<file path="config.mk">
export PLATFORM = sky130hd
export DESIGN_NAME = tod_counter
export DESIGN_NICKNAME = d
export VERILOG_FILES = /design/src/rtl/tod_counter.sv
export SDC_FILE = /design/constraint.sdc
export NUM_CORES = 1
export LEC_CHECK = 0
export ABC_AREA = 0
export CAP_MARGIN = 20
export CORE_UTILIZATION = 56
export DETAILED_ROUTE_END_ITERATION = 8
export GPL_TIMING_DRIVEN = 0
export MAX_ROUTING_LAYER = met4
export PLACE_DENSITY_LB_ADDON = 0.25
export SLEW_MARGIN = 0
export SYNTH_ARGS = -nofsm -noshare
export SYNTH_HDL_FRONTEND = slang
export SYNTH_SLANG_ARGS = --single-unit
</file>
<file path="constraint.sdc">
create_clock -name clk -period 5.4 [get_ports clk]
set_clock_uncertainty 0.05 [all_clocks]
set_input_delay 0.54 -clock clk [delete_from_list [all_inputs] [get_ports clk]]
set_output_delay 0.54 -clock clk [all_outputs]
set_load 0.01 [all_outputs]
</file>
<file path="src/rtl/tod_counter.sv">
`default_nettype none
// ============================================================================
//  Module   : tod_counter
//  Purpose  : BCD time-of-day counter, HH:MM:SS, selectable 12/24-hour format,
//             range-checked time load, minute/hour adjust and N independent
//             alarm comparators. Advances on a 1 Hz tick enable.
//  Revision : 1.0  initial release
// ----------------------------------------------------------------------------
//  Parameters
//    H24       1 = 24-hour (00-23), 0 = 12-hour (01-12) with pm flag
//    N_ALARM   number of alarm channels (1-8)
//    AW        alarm index width
//  Ports
//    clk        system clock
//    rst        asynchronous active-low reset
//    tick       1 Hz enable, one clk wide
//    run        1 = timekeeping, 0 = adjust mode
//    adj_sel    01 = minutes, 10 = hours, others = none
//    adj_inc    one-cycle increment of the selected field (adjust mode)
//    load       one-cycle request to load load_time / load_pm
//    load_time  BCD time [21:20] hr tens .. [3:0] sec ones
//    load_pm    pm value for a load (12-hour only)
//    alarm_wr   one-cycle alarm write of alarm_time/alarm_pm to alarm_idx
//    alarm_idx  alarm channel index
//    alarm_time alarm HH:MM in the layout of count[21:8]
//    alarm_pm   alarm pm value (12-hour only)
//    alarm_en   per-channel arm level
//    count      current time, BCD
//    pm         pm flag (always 0 in 24-hour format)
//    min_tick   pulse on seconds 59 -> 00
//    day_tick   pulse on day wrap
//    alarm_hit  per-channel alarm match pulse
//    cfg_err    pulse on a rejected load or alarm write
// ============================================================================
module tod_counter #(
    parameter int H24     = 1,
    parameter int N_ALARM = 2,
    parameter int AW      = (N_ALARM > 1) ? $clog2(N_ALARM) : 1
) (
    input  logic               clk,
    input  logic               rst,
    input  logic               tick,
    input  logic               run,
    input  logic [1:0]         adj_sel,
    input  logic               adj_inc,
    input  logic               load,
    input  logic [21:0]        load_time,
    input  logic               load_pm,
    input  logic               alarm_wr,
    input  logic [AW-1:0]      alarm_idx,
    input  logic [13:0]        alarm_time,
    input  logic               alarm_pm,
    input  logic [N_ALARM-1:0] alarm_en,
    output logic [21:0]        count,
    output logic               pm,
    output logic               min_tick,
    output logic               day_tick,
    output logic [N_ALARM-1:0] alarm_hit,
    output logic               cfg_err
);

    // Midnight is 00 in 24-hour format and 12 (am) in 12-hour format.
    localparam logic [5:0]  C_RESET_HR   = (H24 != 0) ? 6'h00 : 6'h12;
    localparam logic [21:0] C_RESET_TIME = {C_RESET_HR, 16'h0000};
    localparam logic [13:0] C_ALARM_RST  = {C_RESET_HR, 8'h00};
    localparam logic [1:0]  C_SEL_MIN    = 2'b01;
    localparam logic [1:0]  C_SEL_HR     = 2'b10;

    // ------------------------------------------------------------------
    // BCD helpers
    // ------------------------------------------------------------------

    // Hour field legal for the selected format.
    function automatic logic hour_ok(input logic [5:0] hr);
        logic ok;
        if (hr[3:0] > 4'd9) begin
            ok = 1'b0;
        end else if (H24 != 0) begin
            ok = (hr[5:4] < 2'd2) || ((hr[5:4] == 2'd2) && (hr[3:0] <= 4'd3));
        end else begin
            ok = ((hr[5:4] == 2'd0) && (hr[3:0] != 4'd0)) ||
                 ((hr[5:4] == 2'd1) && (hr[3:0] <= 4'd2));
        end
        return ok;
    endfunction

    // Minute or second field legal (00-59).
    function automatic logic sixty_ok(input logic [7:0] v);
        return (v[7:4] <= 4'd5) && (v[3:0] <= 4'd9);
    endfunction

    // Next value of a 00-59 BCD field, wrapping 59 -> 00.
    function automatic logic [7:0] sixty_inc(input logic [7:0] v);
        logic [7:0] n;
        if (v[3:0] == 4'd9) begin
            if (v[7:4] == 4'd5) begin
                n = 8'h00;
            end else begin
                n = {v[7:4] + 4'd1, 4'h0};
            end
        end else begin
            n = {v[7:4], v[3:0] + 4'd1};
        end
        return n;
    endfunction

    // Next hour. Result packs {day_wrap, pm_next, hour_next}.
    // In 12-hour format the pm flag flips on 11 -> 12; the day wraps only
    // when that flip is pm -> am (midnight).
    function automatic logic [7:0] hour_inc(input logic [5:0] hr, input logic pm_in);
        logic [5:0] h;
        logic       p;
        logic       d;
        h = hr;
        p = pm_in;
        d = 1'b0;
        if (H24 != 0) begin
            if (hr == 6'h23) begin
                h = 6'h00;
                d = 1'b1;
            end else if (hr[3:0] == 4'd9) begin
                h = {hr[5:4] + 2'd1, 4'h0};
            end else begin
                h = {hr[5:4], hr[3:0] + 4'd1};
            end
        end else begin
            if (hr == 6'h11) begin
                h = 6'h12;
                p = ~pm_in;
                d = pm_in;
            end else if (hr == 6'h12) begin
                h = 6'h01;
            end else if (hr[3:0] == 4'd9) begin
                h = 6'h10;
            end else begin
                h = {hr[5:4], hr[3:0] + 4'd1};
            end
        end
        return {d, p, h};
    endfunction

    // ------------------------------------------------------------------
    // State
    // ------------------------------------------------------------------
    logic [21:0]        r_count;
    logic               r_pm;
    logic               r_min_tick;
    logic               r_day_tick;
    logic [N_ALARM-1:0] r_alarm_hit;
    logic               r_cfg_err;
    logic [13:0]        r_alarm_time [N_ALARM];
    logic               r_alarm_pm   [N_ALARM];

    // ------------------------------------------------------------------
    // Field increments of the current time
    // ------------------------------------------------------------------
    logic [7:0] w_sec_inc;
    logic [7:0] w_min_inc;
    logic [7:0] w_hr_inc;
    logic       w_load_ok;
    logic       w_alarm_ok;

    assign w_sec_inc  = sixty_inc(r_count[7:0]);
    assign w_min_inc  = sixty_inc(r_count[15:8]);
    assign w_hr_inc   = hour_inc(r_count[21:16], r_pm);

    assign w_load_ok  = hour_ok(load_time[21:16]) &&
                        sixty_ok(load_time[15:8]) &&
                        sixty_ok(load_time[7:0]);

    assign w_alarm_ok = hour_ok(alarm_time[13:8]) &&
                        sixty_ok(alarm_time[7:0]) &&
                        (int'(alarm_idx) < N_ALARM);

    // ------------------------------------------------------------------
    // Next-state: load > run-mode tick > adjust increment
    // ------------------------------------------------------------------
    logic [21:0]        w_nxt_count;
    logic               w_nxt_pm;
    logic               w_nxt_min;
    logic               w_nxt_day;
    logic               w_tick_evt;
    logic               w_nxt_err;
    logic [N_ALARM-1:0] w_nxt_hit;

    always_comb begin
        w_nxt_count = r_count;
        w_nxt_pm    = r_pm;
        w_nxt_min   = 1'b0;
        w_nxt_day   = 1'b0;
        w_tick_evt  = 1'b0;

        if (load) begin
            // A rejected load still consumes the cycle: any tick is dropped.
            if (w_load_ok) begin
                w_nxt_count = load_time;
                w_nxt_pm    = (H24 != 0) ? 1'b0 : load_pm;
            end
        end else if (run) begin
            if (tick) begin
                w_tick_evt         = 1'b1;
                w_nxt_count[7:0]   = w_sec_inc;
                if (r_count[7:0] == 8'h59) begin
                    w_nxt_min          = 1'b1;
                    w_nxt_count[15:8]  = w_min_inc;
                    if (r_count[15:8] == 8'h59) begin
                        w_nxt_count[21:16] = w_hr_inc[5:0];
                        w_nxt_pm           = w_hr_inc[6];
                        w_nxt_day          = w_hr_inc[7];
                    end
                end
            end
        end else if (adj_inc) begin
            // Adjust never carries between fields and never emits ticks.
            if (adj_sel == C_SEL_MIN) begin
                w_nxt_count[15:8] = w_min_inc;
            end else if (adj_sel == C_SEL_HR) begin
                w_nxt_count[21:16] = w_hr_inc[5:0];
                w_nxt_pm           = w_hr_inc[6];
            end
        end
    end

    // Both rejections in one cycle still produce a single pulse.
    assign w_nxt_err = (load && !w_load_ok) || (alarm_wr && !w_alarm_ok);

    // Alarm compare uses the pre-write channel contents, so a write takes
    // effect for matches from the following edge.
    for (genvar gi = 0; gi < N_ALARM; gi++) begin : g_alarm_cmp
        assign w_nxt_hit[gi] = w_tick_evt && alarm_en[gi] &&
                               (w_nxt_count == {r_alarm_time[gi], 8'h00}) &&
                               ((H24 != 0) || (w_nxt_pm == r_alarm_pm[gi]));
    end

    // ------------------------------------------------------------------
    // Registers
    // ------------------------------------------------------------------
    always_ff @(posedge clk or negedge rst) begin
        if (!rst) begin
            r_count     <= C_RESET_TIME;
            r_pm        <= 1'b0;
            r_min_tick  <= 1'b0;
            r_day_tick  <= 1'b0;
            r_alarm_hit <= '0;
            r_cfg_err   <= 1'b0;
        end else begin
            r_count     <= w_nxt_count;
            r_pm        <= w_nxt_pm;
            r_min_tick  <= w_nxt_min;
            r_day_tick  <= w_nxt_day;
            r_alarm_hit <= w_nxt_hit;
            r_cfg_err   <= w_nxt_err;
        end
    end

    always_ff @(posedge clk or negedge rst) begin
        if (!rst) begin
            for (int i = 0; i < N_ALARM; i++) begin
                r_alarm_time[i] <= C_ALARM_RST;
                r_alarm_pm[i]   <= 1'b0;
            end
        end else if (alarm_wr && w_alarm_ok) begin
            for (int i = 0; i < N_ALARM; i++) begin
                if (alarm_idx == AW'(i)) begin
                    r_alarm_time[i] <= alarm_time;
                    r_alarm_pm[i]   <= (H24 != 0) ? 1'b0 : alarm_pm;
                end
            end
        end
    end

    assign count     = r_count;
    assign pm        = r_pm;
    assign min_tick  = r_min_tick;
    assign day_tick  = r_day_tick;
    assign alarm_hit = r_alarm_hit;
    assign cfg_err   = r_cfg_err;

endmodule
`default_nettype wire

</file>
## After elaboration in Yosys (flattened, before gate mapping)

Index checks and enable logic that the tools add are counted.
W data, S select, Z words.

- ROM bits: 0
- Bits in writable memories: 0
- Logic and storage cells: 94
- Bits in latches: 0
- Register bits: 55
- Input bits: 50
- Memories: 0

- Add/sub/neg operators: 6
- Bitwise logic cells: 1
- Div/mod/pow operators: 0
- Order comparisons: 12
- Shifts and indexed selects: 0
- Multipliers: 0
- Equal/unequal tests: 14
- Muxes and demuxes: 32
- Reduce and logical (&&, ||, !) cells: 22

Operators with widths:

| cell | count |
|---|---|
| $mux W22 | 3 |
| $mux W8 | 6 |
| $eq A22 B22 Y1 | 2 |
| $mux W14 | 3 |
| $mux W6 | 5 |
| $add A4 B1 Y4 const B | 5 |
| $eq A8 B7 Y1 const B | 2 |
| $logic_and A1 B1 Y1 | 15 |
| $mux W1 | 15 |
| $eq A4 B4 Y1 const B | 3 |
| $le A4 B3 Y1 const B | 3 |
| $le A4 B4 Y1 const B | 3 |
| $eq A4 B3 Y1 const B | 2 |
| $gt A4 B4 Y1 const B | 2 |
| $le A4 B2 Y1 const B | 2 |
| $eq A2 B2 Y1 const B | 3 |
| $eq A6 B6 Y1 const B | 1 |
| $lt A2 B2 Y1 const B | 2 |
| $reduce_and A2 Y1 | 2 |
| $logic_or A1 B1 Y1 | 3 |
| $add A2 B1 Y2 const B | 1 |
| $eq A2 B1 Y1 const B | 1 |
| $logic_not A1 Y1 | 2 |
| $not A1 Y1 | 1 |

## Logic depth before layout (Yosys ltp)

Gate-level depths: netlist (run 1).

- Word-level depth: 10
- Mapped depth: 10
- Depth with buffers taken out: 10

## Worst setup path before layout (run 1)

Ideal clock, no wire load.

- Path kind: input to register
- Start point: input load_time[1]
- End point: register r_alarm_hit[1] (netlist: alarm_hit[1])
- Arrival time: 2.376 ns
- Path slack: 2.906 ns
- Setup time: 0.068 ns
- Stages: 10
- Path through: o21ai_0 > and3_1 > clkbuf_1 > buf_2 > nand3_1 > and2_1 > xnor2_1 > o41ai_1 > o2111a_1 > and4_1

- Longest elaborated chain between the ends: 7

Ends and longest elaborated chain:

| what | line | source |
|---|---|---|
| from (decl) | 47 | `input logic [21:0] load_time,` |
| $le A4 B4 Y1 | 89 | `return (v[7:4] <= 4'd5) && (v[3:0] <= 4'd9);` |
| $logic_and A1 B1 Y1 | 89 |  |
| $logic_and A1 B1 Y1 | 168 | `sixty_ok(load_time[15:8]) &&` |
| $mux W22 (*) | 195 | `if (w_load_ok) begin` |
| $mux W22 (*) | 193 | `if (load) begin` |
| $eq A22 B22 Y1 (*) | 231 | `(w_nxt_count == {r_alarm_time[gi], 8'h00}) &&` |
| $logic_and A1 B1 Y1 (*) | 230 | `assign w_nxt_hit[gi] = w_tick_evt && alarm_en[gi] &&` |
| via w_nxt_hit[1] | 184 | `logic [N_ALARM-1:0] w_nxt_hit;` |
| to (signal assigned) | 251 | `r_alarm_hit <= w_nxt_hit;` |
| to (decl) | 149 | `logic [N_ALARM-1:0] r_alarm_hit;` |

The timed path passes the listed nets; every way through them passes the cells marked *.
A chain may end at the register's enable or synchronous reset.

## Final worst setup path (run 1)

- Start point: input load_time[19]
- End point: register r_alarm_hit[0] (netlist: alarm_hit[0])

- Longest elaborated chain between the ends: 10
- Elaborated cells on any way between the ends: 11
- Those cells by class: order compare: 2; eq/ne: 1; mux: 3; reduce/logical: 5

Ends and longest elaborated chain:

| what | line | source |
|---|---|---|
| $le A4 B2 Y1 | 79 | `ok = (hr[5:4] < 2'd2) \|\| ((hr[5:4] == 2'd2) && (hr[3:0] <= 4'd3));` |
| $logic_and A1 B1 Y1 | 79 |  |
| $logic_or A1 B1 Y1 | 79 |  |
| $mux W1 (*) | 76 | `if (hr[3:0] > 4'd9) begin` |
| $logic_and A1 B1 Y1 (*) | 167 | `assign w_load_ok = hour_ok(load_time[21:16]) &&` |
| $logic_and A1 B1 Y1 (*) | 168 |  |
| $mux W22 (*) | 195 |  |
| $mux W22 (*) | 193 |  |
| via w_nxt_count[2] | 178 | `logic [21:0] w_nxt_count;` |
| $eq A22 B22 Y1 (*) | 231 |  |
| $logic_and A1 B1 Y1 (*) | 230 |  |
| via w_nxt_hit[0] | 184 |  |

Marks and branches as above.

==> flow_summary_export.csv, run 1 <==
group,metric,value,unit
status,status,"complete, but fails checks",
status,violations,"DRC",
worst_hold_path,hold_path.class,"primary input to async pin",
worst_setup_path,crit_top_cell,"nor4_1",
timing,worst_pin_slew,0.823,ns
logic_synthesis,synth_edf_count,0,
logic_synthesis,synthDistinctLibCells,78,
finish,multiInputGateArea,2320,um2
detailed_routing,via_per_inst,6.71,
timing,tns,0,ns
logic_synthesis,muxShareOfSynthArea,8.90,%
cts,cts_buffer_depth,2,
global_route,grt_max_degree,30,
logic_synthesis,synth_nets,472,
cts,cts_tree,"yes",
finish,final_common_cell,"clkdlybuf4s50_1",
detailed_routing,drt_wl_total,11600,um
power_and_ir_drop,ir_drop,0.223,mV
worst_setup_path,cp-start-kind,"primary input",
timing,hold_ws,0.173,ns
detailed_routing,dr.pass1.iters,9,
floorplan,ios,78,
finish,n_antenna_cell,0,
floorplan,die_area,7210,um2
cts,cts_resized,0,
finish,area_delta_synth_final,24.4,%
global_route,grt_pass1_vias,3621,
logic_synthesis,yosys_warnings,0,
finish,drive_gt1_share,12.7,%
logic_synthesis,synth_ff_type,"dfrtp_1",
floorplan,core_area,6490,um2
placement,portBuffers,74,
worst_setup_path,cp_max_fo,10,
timing,fin_crit_sh,62.4,%
worst_setup_path,crit_chain,"clkdlybuf4s50_1, o31ai_1, nand4_1, buf_2, nor4_1, nor3_1, nor4_1, nand4b_1, nor4_1, nor4b_2",
power_and_ir_drop,p_per_area,336,nW/um2
detailed_routing,ant_nets,0,
global_route,grt_pass1_wl,18600,um
timing,max_freq,0.297,GHz
timing,setup_viol,0,
cts,postCtsHoldBufs,0,
global_route,grt_use_total,34.5,%
worst_setup_path,critical_path_class,"primary input to register",
logic_synthesis,synth-simple-area-share,21.8,%
worst_setup_path,slowest_delay,0.53,ns
floorplan,die-width,84.9,um
cts,ctsHtreeMaxLevel,2,
logic_synthesis,synth_area_per_cell,9.28,um2
finish,regArea,1380,um2
timing,grt_setup_unrepaired,"no",
cts,clkTransAtPathRegs,0.11,ns
worst_setup_path,critical_path_arrival,3.54,ns
logic_synthesis,synth_xor_area_share,6.37,%
detailed_routing,drtIter0Drc,541,
logic_synthesis,syn-cell-area,3850,um2
worst_setup_path,slowest_stage,"clkdlybuf4s50_1",
timing,relSlewSlack,44.9,%
detailed_routing,wl_per_cell,20.2,um
finish,nNetsFinal,554,
cts,postCtsSetupRepairBufs,0,
floorplan,fp-row-count,29,
timing,period_minus_slack,3.37,ns
cts,clkSinkCount,55,
worst_setup_path,regToRegSetupSlack,2.30,ns
finish,utilization,73.8,%
finish,final_cell_mix,"73 x clkdlybuf4s50_1, 55 x dfrtp_1, 26 x nor2_1, 26 x mux2_2, 25 x nand2_1",
job,cap_violations,0,
detailed_routing,via_count,3857,
worst_setup_path,end_kind,"register",
cts,clk-insertion-delay-late,0.32,ns
timing,hold_viol_final,0,
detailed_routing,drcViolationCount,7,
logic_synthesis,synth-seq-cells,55,
logic_synthesis,async_reset_ff_share,100,%
logic_synthesis,synth-seq-area-share,35.7,%
placement,place_congestion,0.926,
floorplan,dieHeight,84.9,um
logic_synthesis,yosys.area_share.adder,2.27,%
cts,clockRootBuffer,"clkbuf_8",
logic_synthesis,synthCells,415,
global_route,grt.overflow.total,0,
global_route,antenna_found_initial,0,
timing,slew_violations,0,
power_and_ir_drop,power.total,1.61,mW
floorplan,initial_core_util,59.3,%
power_and_ir_drop,leakage,1.87,nW
worst_setup_path,cp.required,5.57,ns
placement,dp_hpwl,8860,um
logic_synthesis,synth_top_family_by_area,"simple AND/OR/NAND/NOR gates",
finish,nFillCells,495,
cts,cts_made_buffers,5,
logic_synthesis,synth_compound_area_share,20.9,%
## worst paths after layout
| check | depth (start not counted) | to | start |
|---|---|---|---|
| max | 10 | alarm_hit[0]$_DFF_PN0_ | load_time[19] |
| min | 1 | count[6]$_DFF_PN0_ | rst |
| max reg2reg | 10 | alarm_hit[1]$_DFF_PN0_ | count[9]$_DFF_PN0_ |
| min reg2reg | 1 | r_alarm_time[19]$_DFFE_PN0P_ | r_alarm_time[19]$_DFFE_PN0P_ |
| max in group asynchronous | 2 | r_alarm_time[19]$_DFFE_PN0P_ | rst |
| min in group clk | 1 | r_alarm_time[19]$_DFFE_PN0P_ | r_alarm_time[19]$_DFFE_PN0P_ |
## where the power goes
part / internal, mW / switching, mW / total (mW)
clock network: 0.0938 / 0.152 / 0.245
logic: 0.362 / 0.355 / 0.717
registers: 0.509 / 0.139 / 0.648
## registers in the layout (all words and copies together) (netlist names)
register and count:
r_alarm_time 28, min_tick 1, cfg_err 1, count 22, alarm_hit 2, day_tick 1
## cells in the mapped netlist, types with 8 or more instances
| library cell | instances | share of area, % |
|---|---|---|
| a21oi_1 | 19 | 2.5 |
| a31oi_1 | 13 | 2.1 |
| and3_1 | 9 | 1.5 |
| clkbuf_1 | 10 | 0.97 |
| dfrtp_1 | 55 | 36 |
| inv_1 | 14 | 1.4 |
| mux2_2 | 26 | 7.6 |
| nand2_1 | 25 | 2.4 |
| nand3_1 | 18 | 2.3 |
| nor2_1 | 26 | 2.5 |
| nor3_1 | 16 | 2.1 |
| o211ai_1 | 8 | 1.6 |
| o21ai_0 | 22 | 2.9 |
| xnor2_1 | 16 | 3.6 |
| xor2_1 | 12 | 2.7 |
## worst max-delay path, delay by kind of cell
kind,cells,cell delay (ns)
compound gates,1,0.37
buf+inv,2,0.79
simple gates,7,1.83
## cells by family (layout without fill, tap and decap cells)
group / after synthesis / after routing
flops: 55 / 55
simple gates: 144 / 144
buf+inv: 35 / 118
mux: 31 / 31
other cells: 1 / 1
fa+ha+maj: 7 / 7
compound gates: 114 / 114
xor+xnor: 28 / 28
## per-stage QoR
stage	setup WS [ns]	std cells	instance area, um2
2_1_floorplan	2.91	415	3850
3_3_place_gp	1.86	566	4690
3_5_place_dp	1.85	567	4700
4_1_cts	2.14	575	4790
5_1_grt	1.83	575	4790
6_report	2.03	575	4790
## routing by layer
metal	vias up	global-route usage [%]	part of all wire, %
li1	1736	-	-
met1	1850	45.7	42
met2	234	54.5	46
met3	37	4.96	9.3
met4	0	12.5	3.0
met5	-	-	0
## layout make-up
class,instances,area share [%]
multi-input combinational,325,48.5
sequential,55,28.7
timing repair buffer,75,15.8
tap,77,2.01
buffer,20,1.98
clock buffer,6,1.51
inverter,15,1.17
clock inverter,2,0.339
Note: power is estimated with default switching activity, not from simulation.
==> inputs of run 2 (changes only) <==
--- a/config.mk
+++ b/config.mk
@@ -7,7 +7,7 @@
 export LEC_CHECK = 0
 export ABC_AREA = 0
 export CAP_MARGIN = 20
-export CORE_UTILIZATION = 56
+export CORE_UTILIZATION = 52
 export DETAILED_ROUTE_END_ITERATION = 8
 export GPL_TIMING_DRIVEN = 0
 export MAX_ROUTING_LAYER = met4
==> constraint.sdc (replaced) <==
create_clock -name clk -period 3.1 [get_ports clk]
set_clock_uncertainty 0.05 [all_clocks]
set_input_delay 0.31 -clock clk [delete_from_list [all_inputs] [get_ports clk]]
set_output_delay 0.31 -clock clk [all_outputs]
set_load 0.01 [all_outputs]
==> flow_summary_export.csv, run 2 (synthesis results as in run 1) <==
group,metric,value,unit
cts,clk-insertion-delay-late,0.33,ns
global_route,grt_use_total,32.7,%
timing,hold_viol_final,0,
worst_setup_path,rr_endpoint,"alarm_hit[1]$_DFF_PN0_",
floorplan,dieHeight,88.1,um
worst_setup_path,regToRegSetupSlack,0.07,ns
finish,n_antenna_cell,0,
worst_setup_path,cp.buffers_inverters,2,
worst_setup_path,crit_cells,9,
worst_setup_path,critical_path_class,"primary input to register",
worst_hold_path,worstHoldPathCells,1,
timing,tns,0,ns
timing,max_freq,0.329,GHz
status,status,"completed",
cts,postCtsSetupRepairBufs,0,
detailed_routing,wl_per_cell,20.0,um
cts,clkTransAtPathRegs,0.11,ns
floorplan,die-width,88.1,um
finish,area_delta_synth_final,26.3,%
worst_setup_path,reg2reg_from,"count[16]$_DFF_PN0_",
finish,final_cell_mix,"73 x clkdlybuf4s50_1, 53 x dfrtp_1, 26 x nor2_1, 26 x mux2_2, 24 x nand2_1",
worst_setup_path,reg2reg_depth,8,
worst_hold_path,min_to,"r_alarm_time[7]$_DFFE_PN0P_",
floorplan,initial_core_util,53.4,%
timing,slew_violations,0,
timing,fin_ws,0.0577,ns
timing,relSlewSlack,44.9,%
worst_setup_path,critical_path_arrival,3.25,ns
worst_setup_path,cp_max_fo,10,
global_route,antenna_found_initial,0,
power_and_ir_drop,leakage,1.89,nW
cts,cts_made_buffers,5,
finish,top_register,"r_alarm_time",
worst_setup_path,cp-start-kind,"primary input",
worst_setup_path,slowest_delay,0.54,ns
placement,dp_slack,-0.264,ns
timing,fin_crit_sh,98.1,%
global_route,grt.overflow.total,0,
placement,place_congestion,0.976,
detailed_routing,drtIter0Drc,377,
timing,setup_viol,0,
detailed_routing,drcViolationCount,0,
global_route,grt_max_degree,31,
timing,worst_pin_slew,0.823,ns
power_and_ir_drop,power.total,2.86,mW
worst_setup_path,cp.required,3.31,ns
timing,hold_ws,0.471,ns
cts,clkSinkCount,55,
global_route,grt_pass1_wl,18400,um
timing,period_minus_slack,3.04,ns
detailed_routing,ant_nets,0,
worst_setup_path,end_kind,"register",
finish,nNetsFinal,555,
floorplan,core_area,7210,um2
worst_hold_path,hold_path.class,"register to register",
detailed_routing,drt_wl_total,11900,um
detailed_routing,via_count,3851,
worst_hold_path,worstHoldStart,"r_alarm_time[7]$_DFFE_PN0P_",
finish,final_common_cell,"clkdlybuf4s50_1",
finish,utilization,67.4,%
floorplan,die_area,7750,um2
global_route,grt_pass1_vias,3575,
worst_setup_path,slowest_stage,"clkdlybuf4s50_1",
cts,clockRootBuffer,"clkbuf_8",
placement,dp_hpwl,9140,um
worst_setup_path,critPathTopFamily,"simple AND/OR/NAND/NOR gates",
job,cap_violations,0,
detailed_routing,dr.pass1.iters,7,
floorplan,fp-row-count,31,
finish,drive_gt1_share,14.2,%
cts,cts_tree,"yes",
detailed_routing,via_per_inst,6.44,
cts,cts_buffer_depth,2,
placement,portBuffers,74,
floorplan,ios,78,
power_and_ir_drop,p_per_area,587,nW/um2
finish,largest_reg_flops,28,
timing,grt_setup_unrepaired,"yes",
worst_setup_path,crit_chain,"clkdlybuf4s50_1, o31ai_1, nand4_1, nor2_1, clkbuf_1, o22a_2, xnor2_1, nor4b_1, and4_1",
cts,ctsHtreeMaxLevel,2,
power_and_ir_drop,ir_drop,0.349,mV
## run 2: how the worst max path moves through the flow
stage / from / slack (ns) / end
after floorplan: count[17]$_DFF_PN0_ / 0.62 / alarm_hit[1]$_DFF_PN0_
after global placement: load / -0.17 / count[6]$_DFF_PN0_
after detailed placement: run / -0.26 / alarm_hit[1]$_DFF_PN0_
after CTS: run / 0.05 / alarm_hit[1]$_DFF_PN0_
after global routing: load / -0.03 / alarm_hit[0]$_DFF_PN0_
final: load_time[19] / 0.06 / alarm_hit[1]$_DFF_PN0_
## run 2: what timing repair did
item / CTS / global route
resized for setup: 0 / 8
endpoints found under the setup margin: 0 / 5
hold buffers: 1 / 0
endpoints found under the hold margin: 25 / 0
## run 2: worst reg2reg max path, cell delays in order, from the launching register on
cell and delay [ns]:
dfrtp_1 0.48, ha_1 0.24, or4bb_1 0.55, nand2_1 0.26
nand2_1 0.10, a311o_1 0.44, xor2_1 0.17, nor4b_1 0.41
and4_1 0.28
## run 2: power by group
part           internal, mW  leakage [nW]  switching, mW
registers             0.889         0.662          0.243
logic                 0.636          1.17          0.624
clock network         0.188        0.0522          0.274
total                  1.71          1.89           1.14
## run 2: cell type report
type                    count  area, um2
inverters                  15       56.3
clock inverters             2       17.5
clock buffers               6       82.6
repair buffers             76        766
multi-input cells         325       2340
flip-flops and latches     55       1380
fillers                   605       2350
plain buffers              20       96.3
well taps                  99        124
## run 2: layer usage
metal / routed length, um / vias to the layer above / GRT usage, %
met1: 4930 / 1854 / 42.5
met4: 340 / 0 / 10.7
li1: - / 1725 / -
met3: 1040 / 41 / 4.90
met5: 0 / - / -
met2: 5620 / 231 / 52.4
## run 2: stage by stage
step / instance area (um2) / std cells
floorplan: 3850 / 415
global placement: 4720 / 588
detailed placement: 4730 / 589
CTS: 4840 / 598
global route: 4860 / 598
finish: 4860 / 598
